==> src/rtl/module_control_regfile_pkg.sv <==
// Shared types for the register-file command sequencer: data/address types, ops and FSM states.
package module_control_regfile_pkg;

  localparam int unsigned DataW = 32;
  localparam int unsigned AddrW = 5;
  localparam int unsigned CntW  = 16;

  typedef logic [DataW-1:0] bits_t;
  typedef logic [AddrW-1:0] bitsh_t;

  typedef enum logic [1:0] {
    OpAdd = 2'd0,
    OpSub = 2'd1,
    OpAnd = 2'd2,
    OpLdi = 2'd3
  } op_t;

  typedef enum logic [1:0] {
    StIdle  = 2'd0,
    StRead  = 2'd1,
    StExec  = 2'd2,
    StWrite = 2'd3
  } state_t;

endpackage

==> src/rtl/module_alu_regfile.sv <==
// Combinational ALU for the sequencer; LDI passes operand b through (b carries the immediate).
module module_alu_regfile
  import module_control_regfile_pkg::*;
#(
  parameter int unsigned W = DataW
) (
  input  op_t          op_i,
  input  logic [W-1:0] a_i,
  input  logic [W-1:0] b_i,
  output logic [W-1:0] y_o
);

  always_comb begin
    y_o = '0;
    unique case (op_i)
      OpAdd: y_o = a_i + b_i;
      OpSub: y_o = a_i - b_i;
      OpAnd: y_o = a_i & b_i;
      OpLdi: y_o = b_i;
      default: y_o = '0;
    endcase
  end

endmodule

==> src/rtl/module_control_regfile.sv <==
// Command sequencer and sole master of the 2R/1W register file: read, compute, write back.
module module_control_regfile
  import module_control_regfile_pkg::*;
#(
  parameter int unsigned W     = DataW,
  parameter int unsigned N     = AddrW,
  parameter int unsigned CNT_W = CntW
) (
  input  logic             clk_i,
  input  logic             rst_i,
  input  logic             cmd_valid_i,
  output logic             cmd_ready_o,
  input  logic [1:0]       cmd_op_i,
  input  logic [N-1:0]     cmd_rd_i,
  input  logic [N-1:0]     cmd_rs1_i,
  input  logic [N-1:0]     cmd_rs2_i,
  input  logic [W-1:0]     cmd_imm_i,
  output logic             rf_we_o,
  output logic [N-1:0]     rf_rs1_o,
  output logic [N-1:0]     rf_rs2_o,
  output logic [N-1:0]     rf_rd_o,
  output logic [W-1:0]     rf_data_o,
  input  logic [W-1:0]     rf_rs1_i,
  input  logic [W-1:0]     rf_rs2_i,
  output logic             done_o,
  output logic [W-1:0]     result_o,
  output logic [CNT_W-1:0] cnt_o
);

  state_t             state_q, state_d;
  op_t                op_q;
  logic [N-1:0]       rd_q, rs1_q, rs2_q;
  logic [W-1:0]       imm_q;
  logic [W-1:0]       a_q, b_q;
  logic [W-1:0]       result_q;
  logic [CNT_W-1:0]   cnt_q;
  logic [W-1:0]       alu_b;
  logic [W-1:0]       alu_y;
  logic               accept;

  assign accept = (state_q == StIdle) && cmd_valid_i;

  always_comb begin
    state_d = state_q;
    unique case (state_q)
      StIdle: begin
        if (cmd_valid_i) begin
          state_d = (op_t'(cmd_op_i) == OpLdi) ? StExec : StRead;
        end
      end
      StRead:  state_d = StExec;
      StExec:  state_d = StWrite;
      StWrite: state_d = StIdle;
      default: state_d = StIdle;
    endcase
  end

  always_ff @(posedge clk_i) begin
    if (!rst_i) begin
      state_q  <= StIdle;
      op_q     <= OpAdd;
      rd_q     <= '0;
      rs1_q    <= '0;
      rs2_q    <= '0;
      imm_q    <= '0;
      a_q      <= '0;
      b_q      <= '0;
      result_q <= '0;
      cnt_q    <= '0;
    end else begin
      state_q <= state_d;
      if (accept) begin
        op_q  <= op_t'(cmd_op_i);
        rd_q  <= cmd_rd_i;
        rs1_q <= cmd_rs1_i;
        rs2_q <= cmd_rs2_i;
        imm_q <= cmd_imm_i;
      end
      if (state_q == StRead) begin
        a_q <= rf_rs1_i;
        b_q <= rf_rs2_i;
      end
      if (state_q == StExec) begin
        result_q <= alu_y;
      end
      if (state_q == StWrite) begin
        cnt_q <= cnt_q + CNT_W'(1);
      end
    end
  end

  // LDI skips READ, so the immediate takes operand b's place.
  assign alu_b = (op_q == OpLdi) ? imm_q : b_q;

  module_alu_regfile #(
    .W (W)
  ) u_alu (
    .op_i (op_q),
    .a_i  (a_q),
    .b_i  (alu_b),
    .y_o  (alu_y)
  );

  assign cmd_ready_o = (state_q == StIdle);
  assign done_o      = (state_q == StWrite);
  assign rf_we_o     = (state_q == StWrite) && (rd_q != '0);
  assign rf_rs1_o    = rs1_q;
  assign rf_rs2_o    = rs2_q;
  assign rf_rd_o     = rd_q;
  assign rf_data_o   = result_q;
  assign result_o    = result_q;
  assign cnt_o       = cnt_q;

endmodule

==> config.mk <==
export PLATFORM = sky130hd
export DESIGN_NAME = module_control_regfile
export DESIGN_NICKNAME = d
export VERILOG_FILES = /design/src/rtl/module_control_regfile_pkg.sv /design/src/rtl/module_alu_regfile.sv /design/src/rtl/module_control_regfile.sv
export SDC_FILE = /design/constraint.sdc
export NUM_CORES = 1
export LEC_CHECK = 0
export BUFFER_PORTS_ARGS = -buffer_cell sky130_fd_sc_hd__buf_2
export CAP_MARGIN = 20
export CORE_ASPECT_RATIO = 1.5
export CORE_MARGIN = 1
export CORE_UTILIZATION = 45
export DETAILED_ROUTE_END_ITERATION = 10
export PLACE_DENSITY = 0.76
export SLEW_MARGIN = 20
export SYNTH_ARGS = -nofsm -noshare
export SYNTH_HDL_FRONTEND = slang
export SYNTH_SLANG_ARGS = --single-unit
==> constraint.sdc <==
create_clock -name clk_i -period 5.35 [get_ports clk_i]
set_clock_uncertainty 0.2 [all_clocks]
set_input_delay 0.535 -clock clk_i [delete_from_list [all_inputs] [get_ports clk_i]]
set_output_delay 0.535 -clock clk_i [all_outputs]
set_load 0.02 [all_outputs]
# Word-level counts from Yosys, hierarchy flattened
# Cells that the tools add are included.
# word_totals
register_bits	163
in_bits	116
output_inout_bits	98
# op_classes
addsub	3
n_eq_ne	8
mux	5
bitwise_logic	1
n_reduce_logical	5
# ops
cell	count
32-bit case mux with 4 select lines	1
32-bit adder	1
32-bit AND	1
32-bit two-way mux	1
32-bit subtractor	1
16-bit by 1-bit adder with 16-bit output (second input constant)	1
2-bit equality test (second input constant)	5
2-bit case mux with 4 select lines	1
5-bit nonzero test	1
2-bit by 1-bit equality test with 1-bit output (second input constant)	2
2-bit zero test	2
2-bit two-way mux	2
1-bit logical AND	2
2-bit inequality test (second input constant)	1

# Logic depth before layout (Yosys ltp)
# Gate-level depths: netlist of the first run.
# depth
depth_word	4
depth_mapped	21
ltp_nobuf	17

# By module
# Synthesis of the first run repeated with hierarchy kept, for this count alone.
# unflattened
cells_unflattened	1095
area_unflattened_um2	9288.9
# modules_own_cells
mod	n_inst	cells_per_inst	area_per_inst_um2	seq_area_each_um2
module_control_regfile	1	692	6522.5	3263.1
module_alu_regfile	1	403	2766.4	0.0

# Worst setup path after synthesis of the first run
# No wires, ideal clock.
# synth_path
kind	reg-to-reg
start	reg op_q[0]
end	reg result_q[31] (netlist: result_o[31])
setup_time_ns	0.070
arrival_time_ns	4.189
required_ns	5.080
setup_slack_ns	0.891
path_stages_with_launch	21
period_less_slack_ns	4.459
path_cell_list	dfxtp_1 buf_4 a211oi_2 o221a_2 nor3b_4 and3_1 buf_2 nand3_1 xor2_1 mux2_2 a21oi_1 ha_1 clkbuf_1 a21o_1 and3_1 a211o_1 a31oi_1 o311ai_0 o211ai_1 xnor3_1 a21oi_1
# synth_via
elab_chain_cells	4
elab_cells_between_ends	9
# synth_lines
item	line	text
start, declared	module_control_regfile.sv:31	op_t op_q;
start signal, assigned	module_control_regfile.sv:61	op_q <= OpAdd;
start signal, assigned	module_control_regfile.sv:73	op_q <= op_t'(cmd_op_i);
2-bit equality test	module_alu_regfile.sv:15, module_control_regfile.sv:93	
32-bit two-way mux	module_control_regfile.sv:93	assign alu_b = (op_q == OpLdi) ? imm_q : b_q;
32-bit subtractor (tied with other cells)	module_alu_regfile.sv:17	OpSub: y_o = a_i - b_i;
32-bit case mux with 4 select lines *	module_alu_regfile.sv:15	unique case (op_i)
end signal, assigned	module_control_regfile.sv:84	result_q <= alu_y;
end, declared	module_control_regfile.sv:35	logic [W-1:0] result_q;
# Every way passes the cells marked *; elsewhere a longest branch is shown, timed or not.
# A chain may end at the register's enable or synchronous reset.

# Final worst setup path of the first run
# layout_path
start	reg op_q[1]
end	reg result_q[31] (netlist: result_o[31])
# The elaborated chain is that of the path after synthesis.

==> impl_metrics.csv, run 1 <==
group,metric,value,unit
synthesis,synthDistinctLibCells,65,
detailed_routing,wl_per_cell,16.8,µm
synthesis,synth_warnings,0,
synthesis,ys_seq_elements,163,
synthesis,synth_area_per_cell,8.10,µm²
clocking,htreeDepth,4,
cells_and_area,syn2layout_area_growth,16.0,%
critical_path,max_stage_delay,410,ps
flow_run,drv_cap,0,
critical_path,crit_chain,"buf_4 -> a2111oi_1 -> a21oi_1 -> nor3_4 -> and3_1 -> nand3_1 -> xor2_1 -> mux2_2 -> a21oi_1 -> ha_1 -> a21o_1 -> and3_1 -> a211o_1 -> a31oi_1 -> o311ai_0 -> o211ai_1 -> xnor3_1 -> a21oi_1",
synthesis,syn-num-nets,1442,
detailed_routing,vias,9583,
cells_and_area,n_antenna_cell,0,
floorplanning,die_area,23800,µm²
critical_path,crit_path_start_kind,"flip-flop",
place,dpl.hpwl,21600,µm
grt,grt_pass1_wl,45900,µm
floorplanning,start_util,46.3,%
critical_path,critical-path-top-delay-family,"compound AO/OA/AOI/OAI gates",
timing,tns,0,ps
timing,grt_setup_unrepaired,"false",
detailed_routing,drc,0,
floorplanning,die_h,188,µm
power,ir_drop,0.000355,V
clocking,cts_tree,"done",
critical_path,cpMostUsedCell,"a21oi_1",
timing,worst_pin_slew,904,ps
grt,grt_pass1_vias,8822,
power,power,0.00739,W
timing,relSlewSlack,39.8,%
critical_path,worst-setup-path-type,"reg2reg",
detailed_routing,vias_per_cell,5.60,
detailed_routing,firstDrtPassIters,5,
power,p_leak,5.18,nW
synthesis,synth_ff_type,"dfxtp_1",
critical_path,path_buf_inv,1,
timing,finalCriticalPeriod,4880,ps
floorplanning,pin_count,214,
clocking,clockBufferDepth,2,
cells_and_area,layout-drive-gt1-share,20.5,%
timing,slew_violations,0,
detailed_routing,drtIter0Drc,765,
floorplanning,rows,67,
grt,antenna_found_initial,0,
synthesis,async_flop_share,0,%
detailed_routing,ant_nets,0,
detailed_routing,drt_wl_total,28800,µm
timing,max_freq,205,MHz
timing,setup_viol,0,
floorplanning,fp.dieW,126,µm
grt,grt_max_degree,97,
synthesis,yosys-top-cells-area,"dfxtp_1, mux2i_1, nand2_1",
critical_path,slowest_stage,"a2111oi_1",
synthesis,synth.top_cell.area_share,31.3,%
power,pwr_density_cell,611,nW/µm²
timing,setup_slack,467,ps
grt,track_usage,24.2,%
clocking,clock-sinks,163,
clocking,cts_inserted_buffers,17,
synthesis,syn_area,10400,µm²
clocking,clkTransAtPathRegs,70,ps
run_status,status,"finished, final reports clean",
place,dp_worst_setup_slack,253,ps
clocking,clock_latency,440,ps
grt,grt-ovfl-total,0,
timing,hold_viol_final,0,
floorplanning,core_area,22600,µm²
clocking,cts_hold_buf,0,
critical_path,required,5530,ps
synthesis,synth.most_common_cell,"nand2_1",
clocking,cts_root_buffer,"clkbuf_16",
synthesis,synth.top_cells.by_count,"nand2_1, dfxtp_1, mux2i_1",
critical_path,arrival,5060,ps
critical_path,end_kind,"flip-flop",
critical_path,cp_max_fo,17,
cells_and_area,fin_util,53.7,%
place,port_buffers,213,
cells_and_area,nNetsFinal,1577,
synthesis,synth_edf_count,0,
synthesis,synth_seq_area_share,31.3,%
synthesis,synthCells,1288,
hold_path,min_path_type,"in2reg",
timing,period_share,91.3,%
cells_and_area,fill_cells,2058,
synthesis,yosys.area.top_type,"dfxtp_1",
place,gp_congestion,0.968,
## worst paths after layout
check              start  slack (ps)  cells past startpoint           end
max reg2reg      op_q[1]         470                     18  result_o[31]
max              op_q[1]         470                     18  result_o[31]
min reg2reg  rf_rs1_o[4]         260                      2   rf_rs1_o[4]
min          cmd_rd_i[3]         130                      3    rf_rd_o[3]
## report_power, final
group | total [W] | switching [W] | internal (W)
logic | 0.00423 | 0.00253 | 0.00171
clock network | 0.00132 | 0.000525 | 0.000793
registers | 0.00183 | 0.000343 | 0.00149
total | 0.00739 | 0.00340 | 0.00399
## per-stage QoR
step	instance area (µm²)	instances	hold WS [ps]
CTS	12000	1706	127
floorplan	10400	1288	254
detailed placement	11400	1675	257
finish	12100	1711	133
global placement	11400	1675	247
global route	12100	1711	134
## area by class of cell
type,count,area [µm²],share of cell area (%)
multi-input combinational,994,6560,54.3
clock buffer,19,443,3.66
clock inverter,12,179,1.48
timing repair buffer,231,1240,10.2
inverter,16,60.1,0.496
sequential,163,3270,27.0
tap,276,345,2.85
## metal layers
metal	global-route usage (%)	wire [µm]	up-vias
li1	-	-	4738
met1	31.5	13000	4427
met2	39.1	13000	357
met3	4.43	1800	61
met4	10.6	943	0
met5	0	0	-
## cell usage in the layout (no fill, tap or decap), types with 13 or more instances in the layout
cell	count
o211ai_1	21
o21ai_0	58
and3_1	14
nand2_1	223
buf_2	212
buf_4	16
mux2i_1	86
dfxtp_1	161
a21boi_0	55
nor2b_1	77
xnor2_1	40
inv_1	16
ha_1	35
clkbuf_16	17
nand3_1	19
xor2_1	40
a21o_1	17
nor3_1	13
a21oi_1	70
and2_1	17
a211oi_1	13
nor2_1	58
## cells by family after synthesis
logic type	after synthesis	share of synthesized area, %
adder cells (fa/ha/maj)	38	4.63
buffers and inverters	131	6.03
AO/OA/AOI/OAI	309	19.6
XOR/XNOR	81	6.93
multiplexers	98	9.55
flip-flops	163	31.3
AND/OR/NAND/NOR	468	22.0
## registers in the layout, indices dropped and copies added (netlist names)
name and count:
a_q 32, b_q 32, imm_q 32, result_o 32
cnt_o 16, rf_rd_o 5, rf_rs1_o 5, rf_rs2_o 5
op_q 2, state_q 2
## timing repair
action                     CTS  global route
hold endpoints to repair     0             0
resized for setup            0             2
setup endpoints to repair    0             2
buffers inserted             0             4
## worst reg2reg max path: stages, from the launching register on
cell and delay [ps]:
dfxtp_2 400, buf_4 230, a2111oi_1 410, a21oi_1 150, nor3_4 320, and3_1 340, nand3_1 160, xor2_1 170
mux2_2 270, a21oi_1 150, ha_1 330, a21o_1 210, and3_1 170, a211o_1 280, a31oi_1 220, o311ai_0 180
o211ai_1 150, xnor3_1 340, a21oi_1 140
No activity file was read; power rests on OpenSTA's default activity.
==> run 2, diff against run 1 <==
- CELL_PAD_IN_SITES_DETAIL_PLACEMENT: not set -> 0
- CELL_PAD_IN_SITES_GLOBAL_PLACEMENT: not set -> 2
- CORE_UTILIZATION: 45 -> 32
- PLACE_DENSITY: 0.76 -> 0.82
- SETUP_SLACK_MARGIN: not set -> 0.1
==> run 2 against run 1 <==
  * Core utilization shrank 15 points
  * Sequential power is essentially flat
  * First-iteration DRC count shrank 23%
  * Routed wire length grew 13%
  * Setup slack lost 51 ps
  * Largest cell class unchanged
  * Non-clock buffer count grew 2
  * Count of clock-buffer cells in the layout grew 2
  * Highest routed layer unchanged
  * Clock power shrank 9%
  * Via count shrank 3.2%
  * Critical path depth shrank 1
  * Global-route usage shrank 4.4 points
==> impl_metrics.csv, run 2 (same netlist as run 1, synthesis figures left out) <==
group,metric,value,unit
detailed_routing,wl_per_cell,17.6,µm
critical_path,crit_path_start_kind,"flip-flop",
timing,setup_slack,415,ps
cells_and_area,layout-drive-gt1-share,20.8,%
detailed_routing,drc,0,
power,pwr-share-seq,25.3,%
clocking,clockBufferDepth,2,
hold_path,min_path_type,"in2reg",
clocking,htreeDepth,4,
critical_path,worst-setup-path-type,"reg2reg",
flow_run,drv_cap,0,
floorplanning,core_area,31900,µm²
critical_path,arrival,5120,ps
timing,worst_pin_slew,978,ps
clocking,clock_latency,450,ps
grt,track_usage,19.8,%
power,pwr_density_cell,600,nW/µm²
floorplanning,start_util,32.7,%
place,placed_area,11600,µm²
power,p_leak,5.14,nW
power,power_frac_comb,58.4,%
cells_and_area,n_antenna_cell,0,
timing,tns,0,ps
place,dp_worst_setup_slack,380,ps
detailed_routing,vias_per_cell,5.02,
cells_and_area,fin_util,38.2,%
floorplanning,fp.dieW,149,µm
detailed_routing,vias,9278,
grt,grt_pass1_wl,50500,µm
clocking,clock-sinks,163,
floorplanning,die_area,33300,µm²
cells_and_area,multi_input_area,6580,µm²
power,switching_power,0.00347,W
grt,antenna_found_initial,2,
critical_path,end_kind,"flip-flop",
place,port_buffers,213,
grt,grt_pass1_vias,8848,
timing,finalCriticalPeriod,4930,ps
power,power,0.00732,W
cells_and_area,nNetsFinal,1579,
timing,max_freq,203,MHz
clocking,cts_tree,"done",
detailed_routing,drt_wl_total,32500,µm
floorplanning,pin_count,214,
critical_path,cp_max_fo,29,
cells_and_area,final_cell_mix,"nand2_1, buf_2, dfxtp_1, mux2i_1, nor2b_1",
cells_and_area,syn2layout_area_growth,17.0,%
run_status,status,"finished, final reports clean",
place,dpl.hpwl,24600,µm
cells_and_area,final_common_cell,"nand2_1",
cells_and_area,final_area,12200,µm²
timing,slew_violations,0,
timing,hold_viol_final,0,
power,ir_drop,0.000383,V
grt,grt_max_degree,99,
grt,grt-ovfl-total,0,
cells_and_area,regArea,3270,µm²
clocking,cts_hold_buf,0,
clocking,cts_root_buffer,"clkbuf_16",
power,p_int,0.00385,W
timing,relSlewSlack,34.6,%
critical_path,reg2reg_slack,420,ps
cells_and_area,fill_cells,3322,
timing,period_share,92.2,%
detailed_routing,ant_nets,0,
floorplanning,die_h,223,µm
clocking,clkTransAtPathRegs,70,ps
detailed_routing,drtIter0Drc,586,
place,gp_congestion,0.875,
timing,setup_viol,0,
detailed_routing,firstDrtPassIters,5,
timing,grt_setup_unrepaired,"false",
floorplanning,rows,80,
power,swShare,47.4,%
clocking,cts_inserted_buffers,17,
critical_path,required,5530,ps
power,pwr-share-clk,16.4,%
-- run 2: changes by cell type in the layout (fill, tap and decap cells not counted), sizes merged --
cell	delta
bufinv	-3
buf	+2
clkbuf	+2
clkinvlp	+2
clkinv	+1
inv	-1
-- run 2: routing by layer --
metal | global-route usage (%) | share of wire, %
met1 | 26.4 | 47
met2 | 31.2 | 45
met3 | 4.29 | 5.7
met4 | 6.75 | 2.0
met5 | 0 | 0
-- run 2: power by group through the flow --
stage | sequential [W] | combinational, W | clock (W)
2_1_floorplan | 0.00185 | 0.00319 | 0
3_3_place_gp | 0.00187 | 0.00420 | 0
3_5_place_dp | 0.00188 | 0.00421 | 0
4_1_cts | 0.00186 | 0.00423 | 0.00124
5_1_grt | 0.00190 | 0.00473 | 0.00129
6_report | 0.00185 | 0.00427 | 0.00120
-- run 2: path summary, 6_finish.rpt --
kind / endpoint / cells past startpoint / from
setup / recovery: result_o[31] / 17 / op_q[0]
hold reg to reg: rf_rs1_o[4] / 2 / rf_rs1_o[4]
setup reg to reg: result_o[31] / 17 / op_q[0]
hold / removal: rf_rd_o[2] / 3 / cmd_rd_i[2]
-- run 2: critical path, stage by stage, from the launching register on --
cell       delay [ps]
dfxtp_4           420
buf_4             240
a2111oi_1         490
a21oi_1           150
nor3_4            340
and3_1            350
o21ai_0           210
xnor2_1           170
mux2_2            270
a21oi_1           180
ha_1              350
and3_1            190
a211o_1           290
a31oi_1           200
o311ai_0          160
o211ai_1          160
xnor3_1           350
a21oi_1           140
-- run 2: metrics by stage --
stage / instances / hold WS (ps)
floorplan: 1288 / 254
global placement: 1814 / 249
detailed placement: 1814 / 254
CTS: 1846 / 97.6
global route: 1848 / 119
finish: 1848 / 129
-- run 2: what timing repair did --
| item | CTS | global route |
|---|---|---|
| resized for setup | 0 | 5 |
| buffers inserted | 0 | 2 |
| setup endpoints to repair | 0 | 2 |
-- run 2: layout make-up --
| class | instances | area share [%] |
|---|---|---|
| Clock buffer | 21 | 3.77 |
| Clock inverter | 11 | 0.851 |
| Inverter | 16 | 0.492 |
| Multi-Input combinational cell | 994 | 53.9 |
| Sequential cell | 163 | 26.8 |
| Tap cell | 410 | 4.20 |
| Timing Repair Buffer | 233 | 10.0 |
==> run 3, diff against run 2 <==
- PLACE_DENSITY: 0.82 -> 0.85
==> run 3 against run 2 <==
  * Critical path depth increased by 1
  * Highest routed layer unchanged
  * Global-route usage decreased by 0.36 points
  * Power increased by 0.29%
  * Clock power about the same
  * Largest power group unchanged
  * Sequential share of layout area about the same
  * Non-clock buffer count decreased by 2
  * Flip-flop and latch count unchanged
  * Critical endpoint unchanged
  * Setup slack improved by 110 ps
==> impl_metrics.csv, run 3 (same netlist as run 1, synthesis figures left out) <==
group,metric,value,unit
cells_and_area,nNetsFinal,1577,
clocking,htreeDepth,4,
timing,worst_pin_slew,945,ps
place,port_buffers,213,
grt,grt_max_degree,100,
grt,track_usage,19.4,%
power,pwr_density_cell,601,nW/µm²
power,pwr-share-clk,16.8,%
timing,slew_violations,0,
cells_and_area,final_cell_mix,"nand2_1, buf_2, dfxtp_1, mux2i_1, nor2b_1",
cells_and_area,post_layout_nonfiller_instances,1846,
critical_path,cpMostUsedCell,"a21oi_1",
power,p_leak,5.16,nW
cells_and_area,final_common_cell,"nand2_1",
timing,setup_slack,525,ps
place,gp_congestion,0.877,
place,dp_worst_setup_slack,251,ps
critical_path,crit_chain,"buf_4 -> nor4bb_1 -> o22ai_1 -> nor3_4 -> and3_2 -> nand3_1 -> xor2_1 -> mux2_2 -> a21oi_1 -> ha_1 -> a21o_1 -> and3_1 -> a211o_1 -> a31oi_1 -> o311ai_0 -> o211ai_1 -> xnor3_1 -> a21oi_1",
critical_path,slowest_stage,"dfxtp_4",
cells_and_area,fill_cells,3315,
place,dpl.hpwl,24400,µm
timing,tns,0,ps
timing,period_share,90.2,%
power,p_int,0.00385,W
timing,relSlewSlack,37.0,%
floorplanning,die_area,33300,µm²
power,power_frac_comb,58.0,%
grt,grt-ovfl-total,0,
critical_path,arrival,5020,ps
cells_and_area,n_antenna_cell,0,
critical_path,required,5540,ps
critical_path,reg2reg_slack,530,ps
timing,finalCriticalPeriod,4820,ps
floorplanning,rows,80,
grt,grt_pass1_wl,49400,µm
detailed_routing,ant_nets,0,
clocking,cts_root_buffer,"clkbuf_16",
power,switching_power,0.00349,W
run_status,status,"finished, final reports clean",
clocking,clock-sinks,163,
cells_and_area,layout-drive-gt1-share,20.7,%
floorplanning,die_h,223,µm
grt,antenna_found_initial,0,
critical_path,end_kind,"flip-flop",
timing,timing.hold.ws,112,ps
floorplanning,fp.dieW,149,µm
clocking,clockBufferDepth,2,
clocking,clkTransAtPathRegs,70,ps
detailed_routing,firstDrtPassIters,5,
cells_and_area,syn2layout_area_growth,17.1,%
floorplanning,start_util,32.7,%
hold_path,min_path_type,"in2reg",
detailed_routing,drc,0,
timing,max_freq,207,MHz
critical_path,crit_path_start_kind,"flip-flop",
clocking,cts_tree,"done",
flow_run,drv_cap,0,
power,swShare,47.5,%
detailed_routing,wl_per_cell,17.3,µm
detailed_routing,drt_wl_total,31900,µm
grt,grt_pass1_vias,8775,
floorplanning,core_area,31900,µm²
timing,grt_setup_unrepaired,"false",
power,pwr-share-seq,25.2,%
floorplanning,pin_count,214,
critical_path,worst-setup-path-type,"reg2reg",
timing,hold_viol_final,0,
detailed_routing,vias_per_cell,5.07,
place,placed_area,11600,µm²
cells_and_area,final_area,12200,µm²
detailed_routing,vias,9363,
critical_path,cp_max_fo,17,
power,ir_drop,0.000367,V
place,dp.cells,1810,
critical_path,max_stage_delay,460,ps
timing,setup_viol,0,
clocking,cts_inserted_buffers,17,
detailed_routing,drtIter0Drc,587,
clocking,clock_latency,460,ps
-- run 3: power groups by stage --
stage | Combinational [W] | Sequential, W | Clock, W
2_1_floorplan | 0.00319 | 0.00185 | 0
3_3_place_gp | 0.00417 | 0.00188 | 0
3_5_place_dp | 0.00419 | 0.00188 | 0
4_1_cts | 0.00421 | 0.00186 | 0.00128
5_1_grt | 0.00471 | 0.00189 | 0.00132
6_report | 0.00426 | 0.00185 | 0.00123
-- run 3: worst max-delay path, delay by kind of cell (launching register included) --
family                     cells  cell delay, ps
and+or+nand+nor                5            1200
AOI/OAI and AO/OA              8            1560
muxes                          1             270
buffers and inverters          1             240
xor gates and xnor gates       2             500
DFF                            1             460
adders and majority gates      1             340
-- run 3: final timing paths --
check         startpoint      endpoint  cells after the start
max reg2reg      op_q[1]  result_o[31]                     18
max              op_q[1]  result_o[31]                     18
min          cmd_rd_i[4]    rf_rd_o[4]                      3
min reg2reg  rf_rs2_o[0]   rf_rs2_o[0]                      2
-- run 3: cell type report --
cell class	instances	area (µm²)	area share [%]
Tap cell	410	513	4.20
Clock inverter	14	144	1.18
Sequential cell	163	3270	26.8
Inverter	16	60.1	0.492
Timing Repair Buffer	231	1220	10.0
Clock buffer	18	439	3.60
Multi-Input combinational cell	994	6570	53.7
-- run 3: per-stage QoR --
step           total power (W)  utilization, %
6_report               0.00734            38.3
5_1_grt                0.00793            38.3
4_1_cts                0.00734            38.1
3_5_place_dp           0.00607            36.3
3_3_place_gp           0.00605            36.3
2_1_floorplan          0.00504               -
-- run 3: timing repair --
| item | in CTS | in global routing |
|---|---|---|
| setup buffers | 0 | 4 |
| hold buffers | 0 | 0 |
| hold endpoints to repair | 0 | 0 |
| gates resized for setup | 0 | 4 |
| endpoints found under the setup margin | 0 | 6 |
-- run 3: per-layer routing --
layer  up-vias  track usage (%)  wire (µm)  share of wire, %
met1      4307             25.2      14700                46
met3        44             4.21       1710               5.4
li1       4730                -          -                 -
met2       282             30.5      14500                46
met5         -                0          0                 0
met4         0             8.82        967               3.0
